### config.mk
export PLATFORM = sky130hd
export DESIGN_NAME = dds_par_slave
export DESIGN_NICKNAME = d
export VERILOG_FILES = /design/src/rtl/dds_slv_pkg.sv /design/src/rtl/dds_sync2.sv /design/src/rtl/dds_par_slave.sv
export SDC_FILE = /design/constraint.sdc
export NUM_CORES = 1
export LEC_CHECK = 0
export CORE_MARGIN = 2
export CORE_UTILIZATION = 48
export DETAILED_ROUTE_END_ITERATION = 8
export HOLD_SLACK_MARGIN = 0.15
export PLACE_DENSITY = 0.71
export SLEW_MARGIN = 25
export SYNTH_ARGS = -nofsm -noshare
export SYNTH_HDL_FRONTEND = slang
export SYNTH_SLANG_ARGS = --single-unit
### constraint.sdc
create_clock -name clk -period 9.8 [get_ports clk]
set_input_delay 2.45 -clock clk [delete_from_list [all_inputs] [get_ports clk]]
set_output_delay 2.45 -clock clk [all_outputs]
set_load 0.02 [all_outputs]
### src/rtl/dds_slv_pkg.sv
// rtl/dds_slv_pkg.sv - widths, register map constants and power-on defaults for dds_par_slave
package dds_slv_pkg;

    localparam int DATA_W     = 8;
    localparam int ADDR_W     = 6;
    localparam int FTW1_BYTES = 6;
    localparam int CTRL_BYTES = 4;

    localparam logic [ADDR_W-1:0] FTW1_BASE = 6'h04;
    localparam logic [ADDR_W-1:0] CTRL_BASE = 6'h1D;

    // Default-value table: only the control word has non-zero reset contents.
    function automatic logic [DATA_W-1:0] dflt_byte(input logic [ADDR_W-1:0] addr);
        logic [DATA_W-1:0] val;
        case (addr)
            CTRL_BASE:         val = 8'h10;
            CTRL_BASE + 6'd1:  val = 8'h64;
            CTRL_BASE + 6'd2:  val = 8'h01;
            CTRL_BASE + 6'd3:  val = 8'h20;
            default:           val = 8'h00;
        endcase
        return val;
    endfunction

endpackage

### src/rtl/dds_sync2.sv
// rtl/dds_sync2.sv - two-flop synchronizer followed by a rising-edge pulse
module dds_sync2 (
    input  logic clk,
    input  logic rst,
    input  logic din,
    output logic lvl,
    output logic rise
);

    logic       s1_q, s1_d;
    logic       s2_q, s2_d;
    logic       hist_q, hist_d;
    logic [1:0] vld_q, vld_d;

    always_comb begin
        s1_d  = din;
        s2_d  = s1_q;
        vld_d = {vld_q[0], 1'b1};
        // History reads high until s2 holds a genuine sample, so a level
        // already high when reset is released never looks like an edge.
        hist_d = vld_q[1] ? s2_q : 1'b1;
    end

    always_ff @(posedge clk or posedge rst) begin
        if (rst) begin
            s1_q   <= 1'b0;
            s2_q   <= 1'b0;
            hist_q <= 1'b1;
            vld_q  <= 2'b00;
        end else begin
            s1_q   <= s1_d;
            s2_q   <= s2_d;
            hist_q <= hist_d;
            vld_q  <= vld_d;
        end
    end

    assign lvl  = s2_q;
    assign rise = s2_q & ~hist_q;

endmodule

### src/rtl/dds_par_slave.sv
// rtl/dds_par_slave.sv - parallel-bus shadow/active register slave; DDS_SLV_READBACK_EN adds a read port
module dds_par_slave
    import dds_slv_pkg::*;
#(
    parameter int NREG = 41
) (
    input  logic                    clk,
    input  logic                    rst,
    input  logic                    mst_rst,
    input  logic [DATA_W-1:0]       d,
    input  logic [ADDR_W-1:0]       a,
    input  logic                    wrb,
    input  logic                    io_ud,
`ifdef DDS_SLV_READBACK_EN
    input  logic [ADDR_W-1:0]       rd_addr,
    input  logic                    rd_sel,
    output logic [DATA_W-1:0]       rd_data,
`endif
    output logic [8*FTW1_BYTES-1:0] ftw1,
    output logic [8*CTRL_BYTES-1:0] ctrl,
    output logic                    upd_pulse,
    output logic                    wr_err,
    output logic [7:0]              wr_cnt
);

    logic wr_rise, ud_rise, mst_lvl;
    logic wrb_lvl, ud_lvl, mst_rise;
    logic unused_sync;

    dds_sync2 u_wrb_sync (.clk(clk), .rst(rst), .din(wrb),     .lvl(wrb_lvl), .rise(wr_rise));
    dds_sync2 u_ud_sync  (.clk(clk), .rst(rst), .din(io_ud),   .lvl(ud_lvl),  .rise(ud_rise));
    dds_sync2 u_mst_sync (.clk(clk), .rst(rst), .din(mst_rst), .lvl(mst_lvl), .rise(mst_rise));

    assign unused_sync = wrb_lvl ^ ud_lvl ^ mst_rise;

    logic [ADDR_W-1:0] a_s1_q, a_s1_d, a_s2_q, a_s2_d;
    logic [DATA_W-1:0] d_s1_q, d_s1_d, d_s2_q, d_s2_d;
    logic [DATA_W-1:0] shadow_q [NREG];
    logic [DATA_W-1:0] shadow_d [NREG];
    logic [DATA_W-1:0] active_q [NREG];
    logic [DATA_W-1:0] active_d [NREG];
    logic [7:0]        wr_cnt_q, wr_cnt_d;
    logic              wr_err_q, wr_err_d;
    logic              upd_pulse_q, upd_pulse_d;
    logic              addr_ok;

    assign addr_ok = (int'(a_s2_q) < NREG);

    always_comb begin
        a_s1_d      = a;
        a_s2_d      = a_s1_q;
        d_s1_d      = d;
        d_s2_d      = d_s1_q;
        shadow_d    = shadow_q;
        active_d    = active_q;
        wr_cnt_d    = wr_cnt_q;
        wr_err_d    = wr_err_q;
        upd_pulse_d = 1'b0;

        if (mst_lvl) begin
            for (int i = 0; i < NREG; i++) begin
                shadow_d[i] = dflt_byte(ADDR_W'(i));
                active_d[i] = dflt_byte(ADDR_W'(i));
            end
            wr_cnt_d = '0;
            wr_err_d = 1'b0;
        end else begin
            if (wr_rise) begin
                if (addr_ok) begin
                    for (int i = 0; i < NREG; i++) begin
                        if (a_s2_q == ADDR_W'(i)) begin
                            shadow_d[i] = d_s2_q;
                        end
                    end
                    wr_cnt_d = wr_cnt_q + 8'd1;
                end else begin
                    wr_err_d = 1'b1;
                end
            end
            // Copying from shadow_d lets a coincident write land in active too.
            if (ud_rise) begin
                active_d    = shadow_d;
                upd_pulse_d = 1'b1;
            end
        end
    end

    always_ff @(posedge clk or posedge rst) begin
        if (rst) begin
            a_s1_q      <= '0;
            a_s2_q      <= '0;
            d_s1_q      <= '0;
            d_s2_q      <= '0;
            for (int i = 0; i < NREG; i++) begin
                shadow_q[i] <= dflt_byte(ADDR_W'(i));
                active_q[i] <= dflt_byte(ADDR_W'(i));
            end
            wr_cnt_q    <= '0;
            wr_err_q    <= 1'b0;
            upd_pulse_q <= 1'b0;
        end else begin
            a_s1_q      <= a_s1_d;
            a_s2_q      <= a_s2_d;
            d_s1_q      <= d_s1_d;
            d_s2_q      <= d_s2_d;
            shadow_q    <= shadow_d;
            active_q    <= active_d;
            wr_cnt_q    <= wr_cnt_d;
            wr_err_q    <= wr_err_d;
            upd_pulse_q <= upd_pulse_d;
        end
    end

    assign ftw1 = {active_q[FTW1_BASE],        active_q[FTW1_BASE + 6'd1],
                   active_q[FTW1_BASE + 6'd2], active_q[FTW1_BASE + 6'd3],
                   active_q[FTW1_BASE + 6'd4], active_q[FTW1_BASE + 6'd5]};
    assign ctrl = {active_q[CTRL_BASE],        active_q[CTRL_BASE + 6'd1],
                   active_q[CTRL_BASE + 6'd2], active_q[CTRL_BASE + 6'd3]};

    assign upd_pulse = upd_pulse_q;
    assign wr_err    = wr_err_q;
    assign wr_cnt    = wr_cnt_q;

`ifdef DDS_SLV_READBACK_EN
    logic [DATA_W-1:0] rd_data_q, rd_data_d;

    always_comb begin
        rd_data_d = '0;
        for (int i = 0; i < NREG; i++) begin
            if (rd_addr == ADDR_W'(i)) begin
                rd_data_d = rd_sel ? active_q[i] : shadow_q[i];
            end
        end
    end

    always_ff @(posedge clk or posedge rst) begin
        if (rst) begin
            rd_data_q <= '0;
        end else begin
            rd_data_q <= rd_data_d;
        end
    end

    assign rd_data = rd_data_q;
`endif

endmodule

==> results of run 1 <==
## through the flow
| step | setup slack (ps) | area, um^2 | instances |
|---|---|---|---|
| 4_1_cts | 5570 | 9740 | 957 |
| 3_3_place_gp | 5120 | 9040 | 918 |
| 3_5_place_dp | 5050 | 9040 | 918 |
| 2_1_floorplan | 1690 | 7830 | 636 |
| 5_1_grt | 5680 | 9750 | 957 |
| 6_report | 5720 | 9750 | 957 |
## worst paths after layout
check,endpoint,slack (ps),startpoint
worst min register to register,a_s2_q[5],350,a_s1_q[5]
max in group asynchronous,ftw1[6],6010,rst
min in group asynchronous,d_s2_q[3],2510,rst
worst max-delay path,ctrl[22],5720,ctrl[22]
worst min-delay path,a_s2_q[5],350,a_s1_q[5]
worst max register to register,ctrl[11],7500,u_ud_sync.lvl
## kinds of logic after synthesis
group                      Yosys count
and+or+nand+nor                    205
other                                1
adders and majority gates            1
DFF                                208
muxes                               82
AOI/OAI and AO/OA                   91
buffers and inverters               46
xor gates and xnor gates             2
## per-layer routing
metal	track usage [%]	up-vias	wire, um
li1	-	2376	-
met1	27.8	2509	7540
met2	31.7	110	8050
met3	2.96	22	765
met4	4.35	0	228
met5	0	-	0
## cell type report
| type | instances | area [um^2] | share of cell area (%) |
|---|---|---|---|
| tap | 216 | 270 | 2.77 |
| clock inverter | 3 | 21.3 | 0.218 |
| timing repair buffer | 111 | 1110 | 11.4 |
| clock buffer | 36 | 674 | 6.92 |
| inverter | 1 | 11.3 | 0.115 |
| multi-input combinational | 382 | 2430 | 24.9 |
| sequential | 208 | 5230 | 53.6 |
## flip-flops by register name, summed over array words and instances (netlist names)
name and count:
u_mst_sync.lvl 1, a_s1_q 6, d_s2_q 8, d_s1_q 8, wr_cnt 8, u_ud_sync.vld_q 1
wr_err 1, u_ud_sync.lvl 1, u_wrb_sync.lvl 1, ctrl 32, upd_pulse 1, a_s2_q 6
u_wrb_sync.hist_q 1, shadow_q 80, ftw1 48, u_mst_sync.s1_q 1, u_wrb_sync.s1_q 1, u_wrb_sync.vld_q 1
u_ud_sync.hist_q 1, u_ud_sync.s1_q 1
## power by group
| part | total (mW) | internal (mW) | switching (mW) | leakage (nW) |
|---|---|---|---|---|
| combinational | 0.113 | 0.0460 | 0.0671 | 1.49 |
| sequential | 0.907 | 0.882 | 0.0251 | 2.75 |
| clock | 0.783 | 0.470 | 0.313 | 0.343 |
| total | 1.80 | 1.40 | 0.405 | 4.58 |
## cell usage in the layout (no fill, tap or decap)
master / Yosys / final
sky130_fd_sc_hd__a211oi_1: 74 / 74
sky130_fd_sc_hd__a21oi_1: 10 / 10
sky130_fd_sc_hd__and2_1: 1 / 1
sky130_fd_sc_hd__and4_1: 2 / 2
sky130_fd_sc_hd__and4b_1: 1 / 1
sky130_fd_sc_hd__and4bb_1: 1 / 1
sky130_fd_sc_hd__buf_6: 1 / 3
sky130_fd_sc_hd__clkbuf_1: 42 / 8
sky130_fd_sc_hd__clkbuf_16: 0 / 23
sky130_fd_sc_hd__clkbuf_8: 0 / 5
sky130_fd_sc_hd__clkdlybuf4s50_1: 0 / 108
sky130_fd_sc_hd__clkinv_2: 0 / 2
sky130_fd_sc_hd__conb_1: 1 / 1
sky130_fd_sc_hd__dfrtp_1: 194 / 193
sky130_fd_sc_hd__dfrtp_4: 0 / 1
sky130_fd_sc_hd__dfstp_2: 14 / 14
sky130_fd_sc_hd__ha_1: 1 / 1
sky130_fd_sc_hd__inv_8: 0 / 2
sky130_fd_sc_hd__mux2_1: 1 / 1
sky130_fd_sc_hd__mux2i_1: 81 / 81
sky130_fd_sc_hd__nand2_1: 8 / 8
sky130_fd_sc_hd__nand2_2: 4 / 4
sky130_fd_sc_hd__nand2b_1: 10 / 10
sky130_fd_sc_hd__nand3_1: 1 / 1
sky130_fd_sc_hd__nand4_1: 1 / 1
sky130_fd_sc_hd__nor2_1: 161 / 161
sky130_fd_sc_hd__nor2b_1: 4 / 3
sky130_fd_sc_hd__nor2b_4: 0 / 1
sky130_fd_sc_hd__nor4_2: 2 / 2
sky130_fd_sc_hd__nor4b_1: 2 / 2
sky130_fd_sc_hd__nor4b_2: 1 / 1
sky130_fd_sc_hd__nor4b_4: 1 / 1
sky130_fd_sc_hd__nor4bb_1: 1 / 1
sky130_fd_sc_hd__o211ai_1: 1 / 1
sky130_fd_sc_hd__o21ai_0: 4 / 4
sky130_fd_sc_hd__o21ai_1: 1 / 1
sky130_fd_sc_hd__o31ai_1: 1 / 1
sky130_fd_sc_hd__or3_1: 2 / 2
sky130_fd_sc_hd__or4_1: 2 / 2
sky130_fd_sc_hd__xor2_1: 2 / 2
## Yosys cell counts
cell type	instances
sky130_fd_sc_hd__and2_1	1
sky130_fd_sc_hd__nor4b_1	2
sky130_fd_sc_hd__o211ai_1	1
sky130_fd_sc_hd__nor4bb_1	1
sky130_fd_sc_hd__xor2_1	2
sky130_fd_sc_hd__buf_4	1
sky130_fd_sc_hd__nand4_1	1
sky130_fd_sc_hd__nand3_1	1
sky130_fd_sc_hd__nor4b_2	1
sky130_fd_sc_hd__dfstp_2	14
sky130_fd_sc_hd__mux2_1	1
sky130_fd_sc_hd__a21oi_1	10
sky130_fd_sc_hd__nand2b_1	10
sky130_fd_sc_hd__and4bb_1	1
sky130_fd_sc_hd__clkbuf_1	42
sky130_fd_sc_hd__buf_6	1
sky130_fd_sc_hd__and4_1	2
sky130_fd_sc_hd__nor4_2	2
sky130_fd_sc_hd__dfrtp_1	194
sky130_fd_sc_hd__mux2i_1	81
sky130_fd_sc_hd__conb_1	1
sky130_fd_sc_hd__or4_1	2
sky130_fd_sc_hd__and4b_1	1
sky130_fd_sc_hd__a211oi_1	74
sky130_fd_sc_hd__or3_1	2
sky130_fd_sc_hd__nand2_2	4
sky130_fd_sc_hd__inv_1	1
sky130_fd_sc_hd__o21ai_0	4
sky130_fd_sc_hd__o21ai_1	1
sky130_fd_sc_hd__ha_1	1
sky130_fd_sc_hd__buf_2	1
sky130_fd_sc_hd__nor2_1	161
sky130_fd_sc_hd__nor2b_1	4
sky130_fd_sc_hd__nor4b_4	1
sky130_fd_sc_hd__nand2_1	8
sky130_fd_sc_hd__o31ai_1	1
==> implementation parameters, run 1 <==
Parameter                              Value

Cells and area
  Finished Core Util    61.2%
  FILL cells    around 1,200
  Inserted Diodes    0
  Area growth from synthesis to layout    24.5%
  Layout cells sized above 1    about 8%
  Net count, final    between 700 and 800

GRT
  Number of global-route vias before repair    ~5,200
  Pin count of the biggest net entering global routing    122
  Global-route total usage across every layer    19.4%
  Number of antenna violations at the first check in global routing    0
  Residual overflow from global routing    0
  Wire length of the first global-routing pass    27.2 mm

Critical path
  Data arrival time of the critical path    between 1500 and 2000 ps
  Depth of the most critical reg-to-reg path    4
  Cell type group with the largest total delay on the critical path    buffers and inverters
  Logic depth of the worst path, buffers included    1
  Startpoint types    register
  Endpoint class of the critical path    output pin
  Critical path's slowest cell    sky130_fd_sc_hd__clkdlybuf4s50_1
  Crit Path Class    reg2out
  Peak per-stage delay on the critical path    approximately 600 ps
  Critical path buffers and inverters    1
  Required time at the endpoint of the critical path    about 7400 ps
  Cell-by-cell listing of the critical path    clkdlybuf4s50_1
  CP max FO    2

Floorplanning
  Die H    approximately 130 um
  Number of top-level design ports    109
  Core outline area    roughly 16,000 um^2
  Initial core utilization    between 40% and 50%
  Total die area    roughly 17,000 um^2
  Cell Rows    46
  Floorplan die width    roughly 130 um

Run
  Max-cap violations    0

Clocking
  Number of hold buffers added after CTS    0
  Clock latency at the later pin of the worst-skew pair    approximately 490 ps
  Max H-tree Level    1
  Post-CTS Repair Setup Buffers    0
  Number of instances resized during post-cts repair    0
  CTS buffer count    22
  TritonCTS clock tree    built
  Buffers from clock root to sink, at most    3
  Clk sinks    about 210
  Clock slew at the register clock pins of the worst setup and hold paths    ~60 ps
  Clk Tree Root Cell    sky130_fd_sc_hd__clkbuf_16

Timing
  Final hold slack    between 300 and 400 ps
  Post-Route Skew    about 11 ps
  Number of pins with negative max-slew slack in the final report    0
  Unrepaired setup endpoints after global routing    false
  Least-Margin Pin Slew    ~900 ps
  Tightest slew margin relative to the limit    about two fifths
  Number of endpoints failing setup at the final stage    0
  Final hold violations    0
  Final Critical Period    4080 ps
  Share of the cycle needed by the critical path after routing    approximately two fifths
  Achievable clock frequency    between 0.2 and 0.25 GHz
  Total Neg Setup Slack    0 ps

Placed design
  Final GP Congestion    roughly 0.8
  Number of input and output port buffers inserted    roughly 110
  Estimated wirelength of the detail-placed design    roughly 10 mm

Worst hold path
  Number of stages on the worst hold path    0
  Type of the most critical hold path    reg2reg

Synth
  Synthesized area    slightly below 8000 um^2
  Post-synthesis share of cell area spent on xor and xnor gates    less than 1%
  Gate count after technology mapping    around 640
  Adder-cell share of the synthesized area    less than 1%
  Cell variety after synth    36
  Area share of the largest cell type after synthesis    between 60% and 70%
  Area fraction in and, or, nand and nor cells after synthesis    a little under an eighth
  Combinational family with the most area after synthesis    simple AND/OR/NAND/NOR gates
  Leading area contributor after synthesis    sky130_fd_sc_hd__dfrtp_1
  Synth area leaders    sky130_fd_sc_hd__dfrtp_1, sky130_fd_sc_hd__mux2i_1, sky130_fd_sc_hd__nor2_1
  Proportion of synthesized area in mux cells    a little over a tenth
  Share of the synthesized area in compound gates (AO/OA/AOI/OAI)    approximately 8.2%
  Total number of yosys warnings    0
  Synthesis-stage register bit count    about 210
  Portion of the post-synthesis area used by sequential elements    66.7%
  Average size of a mapped cell    around 12 um^2
  Post-Synthesis Net Count    about 660

Drt
  Via count of the routed design    ~5,000
  Count of nets left with antenna violations after detail routing    0
  Drt initial violations    approximately 470
  Routed wire length    16.6 mm
  Post-route DRC    0
  Routed len/inst    between 15 and 20 um
  Via-per-instance ratio    around 5.2
  Iteration count of the initial detailed-routing pass    4

Outcome
  Status    finished clean

Power
  Largest voltage drop on the vdd net    between 0.1 and 0.15 mV
  Lkg Pwr    roughly 4.6 nW
  Power Dens Cells    between 150 and 200 nW/um^2
  Total power draw    between 1.5 and 2 mW
Note: power is estimated with default switching activity, not from simulation.
==> run 2: changes to the inputs <==
Settings changed: PLACE_DENSITY 0.71 to 0.74.
Clock period 9.8 ns to 3.3 ns, I/O delays scaled along.
==> implementation parameters, run 2 (same netlist as run 1, synthesis figures left out) <==
Parameter                              Value

Cells and area
  Area growth from synthesis to layout    26.6%
  Area taken by multi-input logic gates    2430 um^2 (unchanged)
  Biggest register    shadow_q
  Sequential cell area    5230 um^2 (unchanged)
  Final instance area    9910 um^2 (+1.7%)
  Final instance count without filler cells    962 (+0.52%)
  Net count, final    751 (+0.67%)
  Most common cell after layout, fill and taps aside    sky130_fd_sc_hd__dfrtp_1
  Flip-flop count of the largest register, all copies and words added    80 (unchanged)
  Layout cells sized above 1    9.25% (+1.3 points)
  Inserted Diodes    0 (unchanged)
  Commonest cells after routing, fill and taps aside    sky130_fd_sc_hd__dfrtp_1, sky130_fd_sc_hd__nor2_1, sky130_fd_sc_hd__clkdlybuf4s50_1
  FILL cells    1,230 (-1.3%)

Drt
  Post-route DRC    0 (unchanged)
  Via-per-instance ratio    5.28 (+0.73%)
  Via count of the routed design    5,080 (+1.3%)
  Drt initial violations    379 (-19%)
  Iteration count of the initial detailed-routing pass    4 (unchanged)
  Routed wire length    16.8 mm (+1.4%)
  Count of nets left with antenna violations after detail routing    0 (unchanged)
  Routed len/inst    17.5 um (+0.87%)

Timing
  Total Neg Setup Slack    0 ps (unchanged)
  Least-Margin Pin Slew    784 ps (-115 ps)
  Number of endpoints failing setup at the final stage    0 (unchanged)
  Final hold slack    340 ps (-7.50 ps)
  Share of the cycle needed by the critical path after routing    about 75%
  Tightest slew margin relative to the limit    47.8% (+8.0 points)
  Achievable clock frequency    approximately 0.41 GHz
  Unrepaired setup endpoints after global routing    false
  Number of pins with negative max-slew slack in the final report    0 (unchanged)
  Final Critical Period    about 2500 ps
  Post-Route Skew    18.4 ps (+7.63 ps)
  Final hold violations    0 (unchanged)

Floorplanning
  Die H    132 um (unchanged)
  Floorplan die width    132 um (unchanged)
  Core outline area    15,900 um^2 (unchanged)
  Initial core utilization    49.1% (unchanged)
  Cell Rows    46 (unchanged)
  Total die area    17,400 um^2 (unchanged)
  Number of top-level design ports    109 (unchanged)

Clocking
  Clk Tree Root Cell    sky130_fd_sc_hd__clkbuf_16
  Buffers from clock root to sink, at most    3 (unchanged)
  Clock slew at the register clock pins of the worst setup and hold paths    60 ps (about the same)
  Number of hold buffers added after CTS    0 (unchanged)
  Clk sinks    208 (unchanged)
  Max H-tree Level    1 (unchanged)
  CTS buffer count    21 (-4.5%)
  TritonCTS clock tree    built
  Post-CTS Repair Setup Buffers    0 (unchanged)
  Clock latency at the later pin of the worst-skew pair    500 ps (about the same)
  Number of instances resized during post-cts repair    0 (unchanged)

Critical path
  Critical path buffers and inverters    1 (unchanged)
  Cell type group with the largest total delay on the critical path    buffers and inverters
  Data arrival time of the critical path    1640 ps (about the same)
  CP max FO    2 (unchanged)
  Cell-by-cell listing of the critical path    clkdlybuf4s50_1
  Required time at the endpoint of the critical path    2470 ps (-4880 ps)
  Crit Path Class    reg2out
  Endpoint class of the critical path    output pin
  Peak per-stage delay on the critical path    620 ps (+20 ps)
  Startpoint types    register
  Critical path's slowest cell    sky130_fd_sc_hd__clkdlybuf4s50_1

Run
  Max-cap violations    0 (unchanged)

GRT
  Number of antenna violations at the first check in global routing    0 (unchanged)
  Pin count of the biggest net entering global routing    100 (-18%)
  Global-route total usage across every layer    19.6% (+0.19 points)
  Wire length of the first global-routing pass    27.4 mm (+0.66%)
  Met1 GRT Util    26.9% (-0.97 points)
  Residual overflow from global routing    0 (unchanged)
  GRT Max-Usage Layer    met2
  Met2 Track Usage GR    32.4% (+0.70 points)
  Number of global-route vias before repair    5,164 (-0.14%)
  GRT met3 Usage    2.92% (-0.038 points)

Placed design
  Number of input and output port buffers inserted    108 (unchanged)
  Cell Count Post-Placement    924 (+0.65%)
  Estimated wirelength of the detail-placed design    11.0 mm (+5.1%)
  Placed instance area    9140 um^2 (+1.0%)
  Final GP Congestion    0.838 (+6.0%)

Power
  Total power draw    5.67 mW (+210%)
  Power Dens Cells    572 nW/um^2 (+210%)
  Lkg Pwr    4.65 nW (+1.5%)
  Largest voltage drop on the vdd net    0.295 mV (+190%)

Worst hold path
  Type of the most critical hold path    reg2reg

Outcome
  Status    finished clean
## run 2: cell types whose count changed in the layout (fill, tap and decap cells not counted), sizes merged
| cell | previous run | this run |
|---|---|---|
| clkinvlp | 0 | 3 |
| buf | 3 | 9 |
| clkinv | 2 | 4 |
| bufinv | 0 | 6 |
| clkbuf | 36 | 24 |
## run 2: per-stage QoR
stage / utilization [%] / setup slack (ps)
floorplan: - / -214
global placement: 57.3 / 1180
detailed placement: 57.3 / 1130
CTS: 62.2 / 829
global route: 62.2 / 811
finish: 62.2 / 836
## run 2: power breakdown
group	switching [mW]	total, mW	internal (mW)	leakage [nW]
sequential	0.0788	2.70	2.62	2.75
combinational	0.197	0.342	0.145	1.53
clock	0.961	2.63	1.67	0.376
total	1.24	5.67	4.43	4.65
## run 2: final timing paths
kind | startpoint | to | slack, ps | depth (start not counted)
setup / recovery | ctrl[5] | ctrl[5] | 840 | 1
hold / removal | a_s1_q[0] | a_s2_q[0] | 340 | 0
setup reg to reg | a_s2_q[4] | ftw1[16] | 1270 | 4
hold reg to reg | a_s1_q[0] | a_s2_q[0] | 340 | 0
max in group asynchronous | rst | shadow_q[275] | 1690 | 4
min in group asynchronous | rst | upd_pulse | 750 | 2
## run 2: per-layer routing
metal / part of all wire, % / routed length [um] / vias up
met2: 49 / 8250 / 136
li1: - / - / 2370
met4: 2.4 / 403 / 0
met3: 4.1 / 692 / 30
met5: 0 / 0 / -
met1: 44 / 7470 / 2544
## run 2: final cells by class
type,count,share of cell area (%)
clock buffer,24,5.52
clock inverter,14,2.33
inverter,1,0.0757
multi-input combinational,382,24.5
sequential,208,52.7
tap,216,2.73
timing repair buffer,117,12.1
